### src/rtl/alu_share_arbiter_if.sv
// alu_share_arbiter_if
//   Bundles every signal between the two ALU clients, the shared-ALU arbiter
//   and the ALU instance itself.
//   Ports (seen from the arbiter, modport slave):
//     req0/1_valid_i, req0/1_ctrl_i, req0/1_src1_i, req0/1_src2_i  in   requests
//     req0/1_ready_o                                               out  request accepted
//     rsp0/1_valid_o, rsp_result_o, rsp_zero_o                     out  responses
//     rsp0/1_ready_i                                               in   response consumed
//     alu_src1_o, alu_src2_o, alu_ctrl_o                           out  to ALU
//     alu_result_i, alu_zero_i                                     in   from ALU
//   modport master is the environment side: the clients plus the ALU.
interface alu_share_arbiter_if #(
   parameter int DATA_W = 32,
   parameter int CTRL_W = 4
);
   logic              req0_valid_i;
   logic              req1_valid_i;
   logic              req0_ready_o;
   logic              req1_ready_o;
   logic [CTRL_W-1:0] req0_ctrl_i;
   logic [CTRL_W-1:0] req1_ctrl_i;
   logic [DATA_W-1:0] req0_src1_i;
   logic [DATA_W-1:0] req0_src2_i;
   logic [DATA_W-1:0] req1_src1_i;
   logic [DATA_W-1:0] req1_src2_i;
   logic              rsp0_valid_o;
   logic              rsp1_valid_o;
   logic              rsp0_ready_i;
   logic              rsp1_ready_i;
   logic [DATA_W-1:0] rsp_result_o;
   logic              rsp_zero_o;
   logic [DATA_W-1:0] alu_src1_o;
   logic [DATA_W-1:0] alu_src2_o;
   logic [CTRL_W-1:0] alu_ctrl_o;
   logic [DATA_W-1:0] alu_result_i;
   logic              alu_zero_i;

   modport slave (
      input  req0_valid_i, req1_valid_i, req0_ctrl_i, req1_ctrl_i,
      input  req0_src1_i, req0_src2_i, req1_src1_i, req1_src2_i,
      output req0_ready_o, req1_ready_o,
      output rsp0_valid_o, rsp1_valid_o, rsp_result_o, rsp_zero_o,
      input  rsp0_ready_i, rsp1_ready_i,
      output alu_src1_o, alu_src2_o, alu_ctrl_o,
      input  alu_result_i, alu_zero_i
   );

   modport master (
      output req0_valid_i, req1_valid_i, req0_ctrl_i, req1_ctrl_i,
      output req0_src1_i, req0_src2_i, req1_src1_i, req1_src2_i,
      input  req0_ready_o, req1_ready_o,
      input  rsp0_valid_o, rsp1_valid_o, rsp_result_o, rsp_zero_o,
      output rsp0_ready_i, rsp1_ready_i,
      input  alu_src1_o, alu_src2_o, alu_ctrl_o,
      output alu_result_i, alu_zero_i
   );
endinterface

### src/rtl/alu_share_arbiter.sv
// alu_share_arbiter
//   Round-robin arbiter/sequencer sharing one combinational ALU between two
//   requesters. One operation is in flight at a time: accept (IDLE), drive
//   the ALU from registered operands (EXEC), return the registered result to
//   the owner until it is consumed (RESP).
//   Ports:
//     clk_i  in  clock, rising edge
//     rst_i  in  asynchronous active-high reset
//     bus    alu_share_arbiter_if.slave -- request/response handshakes for
//            both clients plus the ALU operand/result connection
module alu_share_arbiter #(
   parameter int DATA_W = 32,
   parameter int CTRL_W = 4
) (
   input  logic              clk_i,
   input  logic              rst_i,
   alu_share_arbiter_if.slave bus
);

   typedef enum logic [1:0] {
      IDLE = 2'd0,
      EXEC = 2'd1,
      RESP = 2'd2
   } state_t;

   state_t            state;
   state_t            state_nxt;
   logic              owner;
   logic              last_grant;
   logic [CTRL_W-1:0] op_ctrl;
   logic [DATA_W-1:0] op_src1;
   logic [DATA_W-1:0] op_src2;
   logic [DATA_W-1:0] rsp_result;
   logic              rsp_zero;
   logic              grant0;
   logic              grant1;
   logic              accept;
   logic              rsp_taken;

   always_comb begin
      grant0    = 1'b0;
      grant1    = 1'b0;
      state_nxt = state;
      rsp_taken = owner ? bus.rsp1_ready_i : bus.rsp0_ready_i;
      case (state)
         IDLE: begin
            // On a tie the requester that did not win last time goes first.
            if (bus.req0_valid_i && bus.req1_valid_i) begin
               grant0 = last_grant;
               grant1 = ~last_grant;
            end else begin
               grant0 = bus.req0_valid_i;
               grant1 = bus.req1_valid_i;
            end
            if (grant0 || grant1) state_nxt = EXEC;
         end
         EXEC: state_nxt = RESP;
         RESP: if (rsp_taken) state_nxt = IDLE;
         default: state_nxt = IDLE;
      endcase
   end

   assign accept = grant0 | grant1;

   // Ready is combinational from state, so it is masked while reset is held.
   assign bus.req0_ready_o = grant0 & ~rst_i;
   assign bus.req1_ready_o = grant1 & ~rst_i;

   always_ff @(posedge clk_i or posedge rst_i) begin
      if (rst_i) begin
         state      <= IDLE;
         owner      <= 1'b0;
         last_grant <= 1'b1;
         op_ctrl    <= '0;
         op_src1    <= '0;
         op_src2    <= '0;
         rsp_result <= '0;
         rsp_zero   <= 1'b0;
      end else begin
         state <= state_nxt;
         // accept stage: latch the winner's operation
         if (accept) begin
            owner      <= grant1;
            last_grant <= grant1;
            op_ctrl    <= grant1 ? bus.req1_ctrl_i : bus.req0_ctrl_i;
            op_src1    <= grant1 ? bus.req1_src1_i : bus.req0_src1_i;
            op_src2    <= grant1 ? bus.req1_src2_i : bus.req0_src2_i;
         end
         // execute stage: the ALU output is only trusted in this cycle
         if (state == EXEC) begin
            rsp_result <= bus.alu_result_i;
            rsp_zero   <= bus.alu_zero_i;
         end
      end
   end

   // response stage: outputs come straight from registers
   assign bus.rsp0_valid_o = (state == RESP) & ~owner;
   assign bus.rsp1_valid_o = (state == RESP) &  owner;
   assign bus.rsp_result_o = rsp_result;
   assign bus.rsp_zero_o   = rsp_zero;

   assign bus.alu_ctrl_o = op_ctrl;
   assign bus.alu_src1_o = op_src1;
   assign bus.alu_src2_o = op_src2;

endmodule

### src/flat_wrapper.sv
// flat-port wrapper written by rule: the top's interface ports become plain ports
module alu_share_arbiter_flat 
#(
   parameter int DATA_W = 32,
   parameter int CTRL_W = 4
)
  (clk_i, rst_i, bus_req0_valid_i, bus_req1_valid_i, bus_req0_ctrl_i, bus_req1_ctrl_i, bus_req0_src1_i, bus_req0_src2_i, bus_req1_src1_i, bus_req1_src2_i, bus_req0_ready_o, bus_req1_ready_o, bus_rsp0_valid_o, bus_rsp1_valid_o, bus_rsp_result_o, bus_rsp_zero_o, bus_rsp0_ready_i, bus_rsp1_ready_i, bus_alu_src1_o, bus_alu_src2_o, bus_alu_ctrl_o, bus_alu_result_i, bus_alu_zero_i);
  alu_share_arbiter_if #(.DATA_W(DATA_W), .CTRL_W(CTRL_W)) bus_i ();
  input  logic clk_i;
  input  logic rst_i;
  input wire logic [$bits(bus_i.req0_valid_i)-1:0] bus_req0_valid_i;
  input wire logic [$bits(bus_i.req1_valid_i)-1:0] bus_req1_valid_i;
  input wire logic [$bits(bus_i.req0_ctrl_i)-1:0] bus_req0_ctrl_i;
  input wire logic [$bits(bus_i.req1_ctrl_i)-1:0] bus_req1_ctrl_i;
  input wire logic [$bits(bus_i.req0_src1_i)-1:0] bus_req0_src1_i;
  input wire logic [$bits(bus_i.req0_src2_i)-1:0] bus_req0_src2_i;
  input wire logic [$bits(bus_i.req1_src1_i)-1:0] bus_req1_src1_i;
  input wire logic [$bits(bus_i.req1_src2_i)-1:0] bus_req1_src2_i;
  output wire logic [$bits(bus_i.req0_ready_o)-1:0] bus_req0_ready_o;
  output wire logic [$bits(bus_i.req1_ready_o)-1:0] bus_req1_ready_o;
  output wire logic [$bits(bus_i.rsp0_valid_o)-1:0] bus_rsp0_valid_o;
  output wire logic [$bits(bus_i.rsp1_valid_o)-1:0] bus_rsp1_valid_o;
  output wire logic [$bits(bus_i.rsp_result_o)-1:0] bus_rsp_result_o;
  output wire logic [$bits(bus_i.rsp_zero_o)-1:0] bus_rsp_zero_o;
  input wire logic [$bits(bus_i.rsp0_ready_i)-1:0] bus_rsp0_ready_i;
  input wire logic [$bits(bus_i.rsp1_ready_i)-1:0] bus_rsp1_ready_i;
  output wire logic [$bits(bus_i.alu_src1_o)-1:0] bus_alu_src1_o;
  output wire logic [$bits(bus_i.alu_src2_o)-1:0] bus_alu_src2_o;
  output wire logic [$bits(bus_i.alu_ctrl_o)-1:0] bus_alu_ctrl_o;
  input wire logic [$bits(bus_i.alu_result_i)-1:0] bus_alu_result_i;
  input wire logic [$bits(bus_i.alu_zero_i)-1:0] bus_alu_zero_i;
  assign bus_i.req0_valid_i = bus_req0_valid_i;
  assign bus_i.req1_valid_i = bus_req1_valid_i;
  assign bus_i.req0_ctrl_i = bus_req0_ctrl_i;
  assign bus_i.req1_ctrl_i = bus_req1_ctrl_i;
  assign bus_i.req0_src1_i = bus_req0_src1_i;
  assign bus_i.req0_src2_i = bus_req0_src2_i;
  assign bus_i.req1_src1_i = bus_req1_src1_i;
  assign bus_i.req1_src2_i = bus_req1_src2_i;
  assign bus_req0_ready_o = bus_i.req0_ready_o;
  assign bus_req1_ready_o = bus_i.req1_ready_o;
  assign bus_rsp0_valid_o = bus_i.rsp0_valid_o;
  assign bus_rsp1_valid_o = bus_i.rsp1_valid_o;
  assign bus_rsp_result_o = bus_i.rsp_result_o;
  assign bus_rsp_zero_o = bus_i.rsp_zero_o;
  assign bus_i.rsp0_ready_i = bus_rsp0_ready_i;
  assign bus_i.rsp1_ready_i = bus_rsp1_ready_i;
  assign bus_alu_src1_o = bus_i.alu_src1_o;
  assign bus_alu_src2_o = bus_i.alu_src2_o;
  assign bus_alu_ctrl_o = bus_i.alu_ctrl_o;
  assign bus_i.alu_result_i = bus_alu_result_i;
  assign bus_i.alu_zero_i = bus_alu_zero_i;
  alu_share_arbiter #(.DATA_W(DATA_W), .CTRL_W(CTRL_W)) u_core (.clk_i(clk_i), .rst_i(rst_i), .bus(bus_i));
endmodule
### config.mk
export PLATFORM = sky130hd
export DESIGN_NAME = alu_share_arbiter_flat
export DESIGN_NICKNAME = d
export VERILOG_FILES = /design/src/rtl/alu_share_arbiter_if.sv /design/src/rtl/alu_share_arbiter.sv /design/src/flat_wrapper.sv
export SDC_FILE = /design/constraint.sdc
export NUM_CORES = 1
export LEC_CHECK = 0
export CORE_MARGIN = 10
export CORE_UTILIZATION = 30
export CTS_BUF_LIST = sky130_fd_sc_hd__clkbuf_4 sky130_fd_sc_hd__clkbuf_8
export DETAILED_ROUTE_END_ITERATION = 6
export GPL_TIMING_DRIVEN = 0
export PLACE_DENSITY = 0.65
export SLEW_MARGIN = 25
export SYNTH_ARGS = -nofsm -noshare
export SYNTH_HDL_FRONTEND = slang
export SYNTH_SLANG_ARGS = --single-unit
### constraint.sdc
create_clock -name clk_i -period 3.9 [get_ports clk_i]
set_clock_uncertainty 0.1 [all_clocks]
set_input_delay 0.78 -clock clk_i [delete_from_list [all_inputs] [get_ports clk_i]]
set_output_delay 0.78 -clock clk_i [all_outputs]
set_load 0.005 [all_outputs]
### Word level (Yosys, flattened, before mapping)

Index checks and enable logic that the tools add are counted.

| cells by class | value |
|---|---|
| div/mod/pow operators | 0 |
| $mul | 0 |
| add/sub/neg operators | 0 |
| equal/unequal tests | 4 |
| shifts and indexed selects | 0 |
| reduce and logical (&&, ||, !) cells | 4 |
| $lt $le $gt $ge | 0 |
| bitwise operators | 8 |
| mux-type cells | 13 |

Operators by type and width:

| cell | count |
|---|---|
| $mux W32 | 2 |
| $mux W1 | 7 |
| $pmux W2 S3 | 1 |
| $and A1 B1 Y1 | 4 |
| $mux W2 | 2 |
| $mux W4 | 1 |
| $ne A2 B1 Y1 const B | 2 |
| $not A1 Y1 | 3 |
| $eq A2 B1 Y1 const B | 1 |
| $eq A2 B2 Y1 const B | 1 |
| $logic_not A2 Y1 | 1 |
| $reduce_and A2 Y1 | 1 |
| $logic_and A1 B1 Y1 | 1 |
| $logic_or A1 B1 Y1 | 1 |
| $or A1 B1 Y1 | 1 |

| word-level totals | value |
|---|---|
| bits of input ports | 175 |
| bits in writable memories | 0 |
| bits in registers | 105 |
| bits in read-only memories | 0 |
| memories kept | 0 |
| bits in latches | 0 |
| output and inout port bits | 105 |
| logic and storage cells | 37 |

### Depth between registers and ports, before layout

Gate-level depths: netlist (run 1).

| depth | value |
|---|---|
| depth after elaboration | 6 |
| gate-level depth with buffers | 6 |
| gate-level depth less buffers | 3 |

### Worst setup path after synthesis (run 1)

Ideal clock, no wire load.

| path | value |
|---|---|
| path kind | input-to-output |
| start | in bus_req1_valid_i |
| end | out bus_req1_ready_o |
| cell stages on the path | 4 |
| setup slack | 1.533 ns |
| path buffers | 2 |
| required time | 3.020 ns |
| arrival | 1.487 ns |
| path through | buf_4 -> clkbuf_1 -> nand2_1 -> nor4_1 |

| on the way | value |
|---|---|
| cells in the longest elaborated chain, start to end | 5 |

Ends and longest elaborated chain:

| element | line | text |
|---|---|---|
| start: declaration | flat_wrapper.sv:12 | `input wire logic [$bits(bus_i.req1_valid_i)-1:0] bus_req1_valid_i;` |
| $logic_and A1 B1 Y1 | alu_share_arbiter.sv:48 | `if (bus.req0_valid_i && bus.req1_valid_i) begin` |
| $mux W1 * | alu_share_arbiter.sv:48 |  |
| $mux W1 * (2 in series) | alu_share_arbiter.sv:45 | `case (state)` |
| $and A1 B1 Y1 * | alu_share_arbiter.sv:67 | `assign bus.req1_ready_o = grant1 & ~rst_i;` |
| end: declaration | flat_wrapper.sv:20 | `output wire logic [$bits(bus_i.req1_ready_o)-1:0] bus_req1_ready_o;` |

Every way passes the cells marked *; elsewhere a longest branch is shown, timed or not. The select of a mux whose other input is x is not followed.

### Worst setup path after layout (run 1)

| path | value |
|---|---|
| start | in bus_req0_valid_i |
| end | out bus_req1_ready_o |

| on the way | value |
|---|---|
| cells in the longest elaborated chain, start to end | 5 |

Ends and longest elaborated chain:

| element | line | text |
|---|---|---|
| start: declaration | flat_wrapper.sv:11 | `input wire logic [$bits(bus_i.req0_valid_i)-1:0] bus_req0_valid_i;` |
| $logic_and A1 B1 Y1 | alu_share_arbiter.sv:48 |  |
| $mux W1 | alu_share_arbiter.sv:48 |  |
| $mux W1 (2 in series) | alu_share_arbiter.sv:45 |  |
| $and A1 B1 Y1 | alu_share_arbiter.sv:67 |  |

No other way between the ends. The select of a mux whose other input is x is not followed.

==> metrics.md, run 1 <==
| Metric | Value |
|---|---|
| Outcome | finished, final reports clean |
| Relative slew slack | 65.1% |
| GR Overflow Total | 0 |
| Post-synthesis register bit count | 105 |
| Via density | 5.09 |
| Skew-Pair Late Insertion Delay | 380 ps |
| Power, Total | 5.60 mW |
| Syn Std Cell Area | 0.00475 sq mm |
| Cell Rows | 45 |
| Core area | 0.0154 sq mm |
| TritonRoute pass-1 iters | 4 |
| Fin cells | 841 |
| Pwr/cell area | 698 mW/mm^2 |
| MaxCap Viol Count | 0 |
| CTS tree | built |
| Final GP Congestion | 0.779 |
| Max Freq | 0.268 GHz |
| Most common flop cell mapped by yosys | dfrtp_1 |
| Area grow syn2layout | 69.1% |
| Buffers on Ports | 278 |
| DP Cell Count | 824 |
| DRC violations left | 0 |
| Post-CTS Resized | 0 |
| CTS clk-pin slew, worst paths | 100 ps |
| ANT nets after route | 0 |
| Number of synthesized flops with an enable pin | 0 |
| Root buf cell | clkbuf_8 |
| Number of buffers created by CTS | 9 |
| Critical path class | in -> out |
| Post-synth cell types | 23 |
| CP required | 3020 ps |
| Post-synth ARST share | 100% |
| Clock buffer depth | 2 |
| Most common cell in the netlist | dfrtp_1 |
| Critical path arrival | 2850 ps |
| Worst vdd ir | 0.287 mV |
| Ports | 280 |
| Worst setup SP type | primary input |
| Largest net degree at the start of global routing | 60 |
| Gr usage total | 17.2% |
| Global-route wire length before repair | 29200 microns |
| Worst R2R Setup Slack | 2070 ps |
| Fill cells | 1313 |
| Syn Nets | 509 |
| Synthesized area per cell | 14.2 sq um |
| Drt total wl | 18700 microns |
| Synth warnings | 0 |
| Die Area | 0.0213 sq mm |
| Die Y | 146 microns |
| Pleak | 2.94 nW |
| Die X | 146 microns |
| Cells taking the most area after synthesis | dfrtp_1 (55%), o221a_1 (16%), nand4b_1 (13%) |
| Routed len/inst | 22.2 microns |
| Hold Crit Class | reg -> reg |
| Worst-Margin Slew | 523 ps |
| Synth top area share | 54.8% |
| Sequential area share after synthesis | 55.4% |
| Final setup violation count | 0 |
| Routed via count | 4278 |
| DRT iter0 DRCs | 142 |
| Post-Syn Instances | 334 |
| Initial antenna violation count | 2 |
| Vias in the first global route | 4787 |
| DP HPWL | 14900 microns |
| # clock sinks | 105 |
| Share of post-route cells with drive strength above 1 | 6.52% |
| Final cycle utilization of the critical path | 95.6% |
| Slew Limit Fails | 0 |
| CP Max Fanout | 10 |
| Unrepaired setup endpoints after global routing | no |
| Hold Buf Count CTS | 0 |
| Final nets | 799 |
| # H-tree levels | 3 |
| Post-synth top cells | dfrtp_1 (104), nand4b_1 (68), o221a_1 (68) |
| Area leader, netlist | dfrtp_1 |
| Crit. End Element | primary output |
| Setup Buffers After CTS | 0 |
| Initial Utilization | 30.9% |
| Final Hold Vio Count | 0 |
| Final Critical Period | 3730 ps |
## final timing paths
check	start	endpoint	depth (start not counted)
min in group asynchronous	rst_i	u_core.bus.rsp_result_o[3]	2
setup / recovery	bus_req0_valid_i	bus_req1_ready_o	6
setup reg to reg	u_core.state[1]	u_core.bus.alu_src2_o[1]	4
hold / removal	u_core.bus.rsp_result_o[9]	u_core.bus.rsp_result_o[9]	1
max in group asynchronous	rst_i	u_core.bus.alu_src2_o[4]	3
hold reg to reg	u_core.bus.rsp_result_o[9]	u_core.bus.rsp_result_o[9]	1
## power by group
group / switching, mW / leakage, nW / internal, mW
registers: 0.329 / 1.18 / 1.64
clock network: 0.400 / 0.0974 / 0.317
logic: 1.14 / 1.66 / 1.78
total: 1.87 / 2.94 / 3.73
## cells by family after synthesis
family	share of synthesized area (%)
AND/OR/NAND/NOR	14.1
multiplexers	8.06
flip-flops	55.4
AO/OA/AOI/OAI	16.8
buffers and inverters	5.64
## final cells by class
cell class | instances | area, sq um | share of cell area [%]
Buffer | 41 | 260 | 3.24
Clock inverter | 5 | 62.6 | 0.779
Inverter | 2 | 12.5 | 0.156
Clock buffer | 11 | 139 | 1.73
Antenna cell | 1 | 2.50 | 0.0312
Multi-Input combinational cell | 186 | 1850 | 23.1
Sequential cell | 105 | 2630 | 32.7
Tap cell | 211 | 264 | 3.29
Timing Repair Buffer | 279 | 2810 | 35.0
## stage by stage
step	TNS [ps]	setup WS [ps]	hold WS, ps	cell area, sq um	utilization (%)
final	0	173	396	8030	52.3
after global routing	0	8.86	416	8030	52.3
after CTS	0	124	404	8030	52.2
after detailed placement	0	123	381	7830	50.9
after global placement	-149630	-1440	373	7790	50.7
after floorplan	0	261	389	4750	-
## placed cells by master, fill, tap and decap left out
cell type / Yosys / layout
clkbuf_4: 0 / 2
clkbuf_1: 23 / 23
buf_4: 1 / 1
clkbuf_8: 0 / 9
inv_1: 2 / 1
o21ai_1: 1 / 1
clkinvlp_4: 0 / 2
inv_6: 0 / 3
buf_6: 13 / 13
bufinv_16: 0 / 1
buf_16: 0 / 1
nor2_1: 3 / 3
a31oi_1: 1 / 1
nand3_4: 1 / 1
mux2_1: 33 / 33
nand2_2: 1 / 1
clkdlybuf4s50_1: 0 / 278
nor4_1: 1 / 1
nand2_1: 1 / 1
o21a_1: 1 / 1
nor2_4: 1 / 1
o221a_1: 68 / 68
mux2_2: 1 / 1
a21oi_1: 1 / 1
o32ai_1: 1 / 1
dfrtp_1: 104 / 104
dfstp_2: 1 / 1
nand4b_1: 68 / 68
buf_2: 4 / 4
diode_2: 0 / 1
nand2b_1: 3 / 3
## critical path, stage by stage
cell and delay, ps:
clkdlybuf4s50_1 520, nand2_2 230, buf_2 260, nand2_1 100, nor4_1 320, clkdlybuf4s50_1 610
## layer usage
layer	up-vias	track usage [%]	share of wire (%)
met5	-	0	0.070
met4	2	5.21	1.7
met3	21	5.96	8.3
met2	214	27.3	46
met1	2095	21.5	44
li1	1946	-	-
## state kept, by name (all words and copies together), names as in the netlist
register                 flops
u_core.bus.rsp_result_o     32
u_core.bus.alu_ctrl_o        4
u_core.bus.alu_src2_o       32
u_core.state                 2
u_core.bus.alu_src1_o       32
u_core.bus.rsp_zero_o        1
u_core.owner                 1
u_core.last_grant            1
Power figures use the tool's default switching activity.
==> run 2, diff against run 1 <==
--- a/config.mk
+++ b/config.mk
@@ -10,7 +10,7 @@
 export CTS_BUF_LIST = sky130_fd_sc_hd__clkbuf_4 sky130_fd_sc_hd__clkbuf_8
 export DETAILED_ROUTE_END_ITERATION = 6
 export GPL_TIMING_DRIVEN = 0
-export PLACE_DENSITY = 0.65
+export PLACE_DENSITY = 0.69
 export SLEW_MARGIN = 25
 export SYNTH_ARGS = -nofsm -noshare
 export SYNTH_HDL_FRONTEND = slang
==> metrics.md, run 2 (synthesis gave the netlist of run 1 again) <==
| Metric | Value |
|---|---|
| # clock sinks | 105 (unchanged) |
| Initial antenna violation count | 2 (unchanged) |
| Final Hold Vio Count | 0 (unchanged) |
| Global-route wire length before repair | 28200 microns (-3.2%) |
| Worst R2R Setup Slack | 2110 ps (+40 ps) |
| Initial Utilization | 30.9% (unchanged) |
| Beginning of the worst hold path | u_core.bus.rsp_result_o[14] |
| Unrepaired setup endpoints after global routing | no |
| Clock buffer depth | 2 (unchanged) |
| Cell Rows | 45 (unchanged) |
| Ports | 280 (unchanged) |
| TritonRoute pass-1 iters | 4 (unchanged) |
| Outcome | finished, final reports clean |
| Worst vdd ir | 0.280 mV (-2.3%) |
| Gr usage total | 16.8% (-0.41 points) |
| Commonest non-fill, non-tap cells in the layout | clkdlybuf4s50_1 (278), dfrtp_1 (104), nand4b_1 (68), o221a_1 (68), mux2_1 (33) |
| Worst r2r dst | u_core.bus.alu_src1_o[1] |
| DP Cell Count | 824 (unchanged) |
| Worst path most repeated cell | clkdlybuf4s50_1 |
| Final nets | 799 (unchanged) |
| Worst-Margin Slew | 520 ps (-3.23 ps) |
| Post-route setup TNS | 0 ps (unchanged) |
| # H-tree levels | 3 (unchanged) |
| Die X | 146 microns (unchanged) |
| Via density | 5.10 (+0.28%) |
| MaxCap Viol Count | 0 (unchanged) |
| Area grow syn2layout | 68.7% |
| Drt total wl | 18500 microns (-0.99%) |
| CTS tree | built |
| Pleak | 2.93 nW (-0.15%) |
| Hold Crit Class | reg -> reg |
| Max Freq | 0.281 GHz (+4.6%) |
| Share of post-route cells with drive strength above 1 | 6.52% (unchanged) |
| Hold path endpoint | u_core.bus.rsp_result_o[14] |
| FF-to-FF Start | u_core.state[1] |
| Vias in the first global route | 4683 (-2.2%) |
| Pre-CTS setup slack | 338 ps (+215 ps) |
| DRT iter0 DRCs | 124 (-13%) |
| CP required | 3020 ps (about the same) |
| CP Max Fanout | 10 (unchanged) |
| Reg2Reg Depth | 4 (unchanged) |
| Final GP Congestion | 0.750 (-3.7%) |
| DP HPWL | 14500 microns (-2.6%) |
| Hold Buf Count CTS | 0 (unchanged) |
| Die Y | 146 microns (unchanged) |
| Crit. End Element | primary output |
| Routed len/inst | 22.0 microns (-0.99%) |
| Critical path arrival | 2680 ps (-170 ps) |
| Post-CTS Resized | 0 (unchanged) |
| Number of buffers created by CTS | 9 (unchanged) |
| Critical path class | in -> out |
| Leading cell type in the layout, fill and taps excluded | clkdlybuf4s50_1 |
| DRC violations left | 0 (unchanged) |
| GR Overflow Total | 0 (unchanged) |
| Relative slew slack | 65.3% (+0.22 points) |
| Setup WS post-layout | 337 ps (+164 ps) |
| Slowest stage delay, CP | 580 ps (-30 ps) |
| Skew-Pair Late Insertion Delay | 390 ps (about the same) |
| Fin cells | 841 (unchanged) |
| Buffers on Ports | 278 (unchanged) |
| Final Util | 52.1% (-0.12 points) |
| Routed via count | 4290 (+0.28%) |
| Critical-path top delay cell | clkdlybuf4s50_1 |
| Core area | 0.0154 sq mm (unchanged) |
| CTS clk-pin slew, worst paths | 110 ps (about the same) |
| ANT nets after route | 0 (unchanged) |
| Final setup violation count | 0 (unchanged) |
| Final cycle utilization of the critical path | 91.3% (-4.2 points) |
| Hold Path Depth | 1 (unchanged) |
| Root buf cell | clkbuf_8 |
| Pwr/cell area | 692 mW/mm^2 (-0.85%) |
| Final Critical Period | 3560 ps (-164 ps) |
| CP Cell Sequence | clkdlybuf4s50_1 > nand2_2 > buf_2 > nand2_1 > nor4_1 > clkdlybuf4s50_1 |
| Fill cells | 1333 (+1.5%) |
| Die Area | 0.0213 sq mm (unchanged) |
| Largest net degree at the start of global routing | 65 (+8.3%) |
| Worst setup SP type | primary input |
| Setup Buffers After CTS | 0 (unchanged) |
| Slew Limit Fails | 0 (unchanged) |
-- run 2: metrics by stage --
step | hold slack (ps) | area [sq um] | power (mW)
after detailed placement | 380 | 7830 | 4.95
after global placement | 372 | 7790 | 4.86
after CTS | 408 | 8010 | 5.63
after floorplan | 389 | 4750 | 3.24
after global routing | 425 | 8010 | 5.91
final | 401 | 8010 | 5.54
-- run 2: routing by layer --
layer / wire [microns] / GRT usage, % / part of all wire [%] / vias to the layer above
met1: 7610 / 19.5 / 41 / 2118
met4: 213 / 4.55 / 1.2 / 2
met5: 13 / 0 / 0.070 / -
met2: 8720 / 27.4 / 47 / 206
met3: 1920 / 7.79 / 10 / 16
li1: - / - / - / 1948
-- run 2: worst max path at each step --
stage,startpoint,end,slack [ps],cells after the start
6_report,bus_req0_valid_i,bus_req1_ready_o,340,6
5_1_grt,bus_req0_valid_i,bus_req1_ready_o,240,6
3_3_place_gp,rst_i,u_core.bus.alu_src2_o[25],-1500,2
3_5_place_dp,bus_req0_valid_i,bus_req1_ready_o,340,6
2_1_floorplan,rst_i,u_core.bus.alu_ctrl_o[0],260,1
4_1_cts,bus_req0_valid_i,bus_req1_ready_o,320,6
-- run 2: cell type report --
| type | count | area, sq um | share of cell area (%) |
|---|---|---|---|
| Multi-Input combinational cell | 186 | 1850 | 23.1 |
| Tap cell | 211 | 264 | 3.29 |
| Timing Repair Buffer | 279 | 2810 | 35.1 |
| Antenna cell | 1 | 2.50 | 0.0312 |
| Clock inverter | 7 | 58.8 | 0.734 |
| Inverter | 2 | 12.5 | 0.156 |
| Buffer | 41 | 260 | 3.25 |
| Clock buffer | 9 | 124 | 1.55 |
| Sequential cell | 105 | 2630 | 32.8 |
-- run 2: worst max-delay path, delay by kind of cell --
family | cells | cell delay [ps]
buffers and inverters | 3 | 1380
AND/OR/NAND/NOR | 3 | 520
-- run 2: power by group --
group	total (mW)	switching, mW	internal [mW]
registers	1.94	0.308	1.64
logic	2.93	1.15	1.78
clock network	0.670	0.425	0.245
total	5.54	1.88	3.66
==> run 3, diff against run 2 <==
--- a/config.mk
+++ b/config.mk
@@ -6,11 +6,11 @@
 export NUM_CORES = 1
 export LEC_CHECK = 0
 export CORE_MARGIN = 10
-export CORE_UTILIZATION = 30
+export CORE_UTILIZATION = 39
 export CTS_BUF_LIST = sky130_fd_sc_hd__clkbuf_4 sky130_fd_sc_hd__clkbuf_8
 export DETAILED_ROUTE_END_ITERATION = 6
 export GPL_TIMING_DRIVEN = 0
-export PLACE_DENSITY = 0.69
+export PLACE_DENSITY = 0.86
 export SLEW_MARGIN = 25
 export SYNTH_ARGS = -nofsm -noshare
 export SYNTH_HDL_FRONTEND = slang
==> metrics.md, run 3 (synthesis gave the netlist of run 1 again) <==
| Metric | Value |
|---|---|
| Worst r2r dst | u_core.bus.alu_src1_o[20] |
| Post-CTS Resized | 0 (unchanged) |
| Final Hold Vio Count | 0 (unchanged) |
| MaxCap Viol Count | 0 (unchanged) |
| DP HPWL | 14400 microns (-0.31%) |
| Area grow syn2layout | 66.7% |
| Cell Rows | 40 (-11%) |
| Die Area | 0.0170 sq mm (-20%) |
| Hold Crit Class | reg -> reg |
| Vias in the first global route | 4682 (-0.021%) |
| Largest net degree at the start of global routing | 62 (-4.6%) |
| Number of buffers created by CTS | 9 (unchanged) |
| TritonRoute pass-1 iters | 5 (+1) |
| Die X | 130 microns (-11%) |
| Ports | 280 (unchanged) |
| Final cycle utilization of the critical path | 90.9% (-0.40 points) |
| Initial Utilization | 39.7% (+8.8 points) |
| Relative slew slack | 68.5% (+3.1 points) |
| Buffers on Ports | 278 (unchanged) |
| # clock sinks | 105 (unchanged) |
| Post-route setup TNS | 0 ps (unchanged) |
| Via density | 5.53 (+8.5%) |
| Unrepaired setup endpoints after global routing | no |
| Hold Buf Count CTS | 0 (unchanged) |
| DRT iter0 DRCs | 248 (+100%) |
| Design area | 0.00792 sq mm (-1.2%) |
| Slew Limit Fails | 0 (unchanged) |
| Leading cell type in the layout, fill and taps excluded | clkdlybuf4s50_1 |
| Root buf cell | clkbuf_8 |
| Routed via count | 4288 (-0.047%) |
| Commonest non-fill, non-tap cells in the layout | clkdlybuf4s50_1 (278), dfrtp_1 (104), nand4b_1 (68), o221a_1 (68), mux2_1 (33) |
| Crit. End Element | primary output |
| Pleak | 2.93 nW (-0.16%) |
| CTS tree | built |
| Ant. Diodes | 0 (-1) |
| Setup Buffers After CTS | 0 (unchanged) |
| Outcome | finished, final reports clean |
| Final nets | 799 (unchanged) |
| Global-route wire length before repair | 27000 microns (-4.2%) |
| DRC violations left | 0 (unchanged) |
| Final setup violation count | 0 (unchanged) |
| # H-tree levels | 3 (unchanged) |
| CP Max Fanout | 10 (unchanged) |
| Final Critical Period | 3550 ps (-15.7 ps) |
| Final GP Congestion | 0.744 (-0.81%) |
| Die Y | 130 microns (-11%) |
| Worst setup endpoint | bus_req1_ready_o |
| Gr usage total | 20.4% (+3.6 points) |
| Pwr/cell area | 693 mW/mm^2 (+0.26%) |
| Initial antenna violation count | 1 (-1) |
| FF-to-FF Start | u_core.state[1] |
| Worst setup SP type | primary input |
| Reg2Reg Depth | 5 (+1) |
| Critical path arrival | 2670 ps (about the same) |
| Drt total wl | 18000 microns (-2.4%) |
| Core area | 0.0120 sq mm (-22%) |
| Crit path from | bus_req0_valid_i |
| Worst R2R Setup Slack | 2160 ps (+50 ps) |
| Worst-Margin Slew | 473 ps (-46.7 ps) |
| Final Util | 66.2% (+14 points) |
| ANT nets after route | 0 (unchanged) |
| Max Freq | 0.282 GHz (+0.44%) |
| CP required | 3020 ps (about the same) |
| CTS clk-pin slew, worst paths | 90 ps (-20 ps) |
| Clock buffer depth | 2 (unchanged) |
| Routed len/inst | 23.3 microns (+5.9%) |
| Worst vdd ir | 0.287 mV (+2.6%) |
| Share of post-route cells with drive strength above 1 | 6.37% (-0.15 points) |
| Critical path class | in -> out |
| Skew-Pair Late Insertion Delay | 350 ps (-40 ps) |
| GR Overflow Total | 0 (unchanged) |
| Placed inst area | 0.00775 sq mm (-1.0%) |
==> run 3: changes by cell type in the layout (fill, tap and decap cells not counted), sizes merged <==
| cell | change |
|---|---|
| diode | -1 |
| clkinv | +2 |
| inv | -4 |
| clkbuf | +1 |
==> run 3: worst min-delay path by stage <==
stage	from	end	slack [ps]	cells past startpoint
final	u_core.bus.rsp_result_o[17]	u_core.bus.rsp_result_o[17]	400	1
after floorplan	u_core.bus.rsp_result_o[27]	u_core.bus.rsp_result_o[27]	390	1
after CTS	u_core.bus.rsp_result_o[17]	u_core.bus.rsp_result_o[17]	400	1
after global placement	u_core.bus.rsp_result_o[19]	u_core.bus.rsp_result_o[19]	370	1
after detailed placement	u_core.bus.rsp_result_o[31]	u_core.bus.rsp_result_o[31]	380	1
after global routing	u_core.bus.rsp_result_o[24]	u_core.bus.rsp_result_o[24]	410	1
==> run 3: final cells by class <==
| cell class | count | area (sq um) |
|---|---|---|
| multi-input cells | 186 | 1850 |
| repair buffers | 279 | 2810 |
| flip-flops and latches | 105 | 2630 |
| clock inverters | 5 | 31.3 |
| clock buffers | 10 | 138 |
| plain buffers | 41 | 260 |
| fillers | 876 | 4050 |
| well taps | 147 | 184 |
| inverters | 2 | 12.5 |
==> run 3: per-stage QoR <==
step | total power, mW | instances | hold slack [ps] | worst slack (ps)
finish | 5.49 | 775 | 397 | 353
global route | 5.84 | 775 | 414 | 107
CTS | 5.55 | 775 | 403 | 331
detailed placement | 4.93 | 760 | 381 | 332
global placement | 4.83 | 759 | 373 | -1300
floorplan | 3.24 | 334 | 389 | 261
==> run 3: report_power, final <==
part           internal (mW)  switching, mW  total [mW]
clock                  0.246          0.369       0.615
sequential              1.64          0.311        1.95
combinational           1.78           1.14        2.93
==> run 3: layer usage <==
layer  share of wire (%)  GRT usage, %
met2                  49          34.4
met1                  39          23.7
met4                 1.0          5.43
met5                   0             0
met3                  11          7.95
==> run 3: worst max-delay path, cell delays in order <==
cell and delay, ps:
clkdlybuf4s50_1 520, nand2_2 210, buf_2 240, nand2_1 90
nor4_1 220, clkdlybuf4s50_1 600
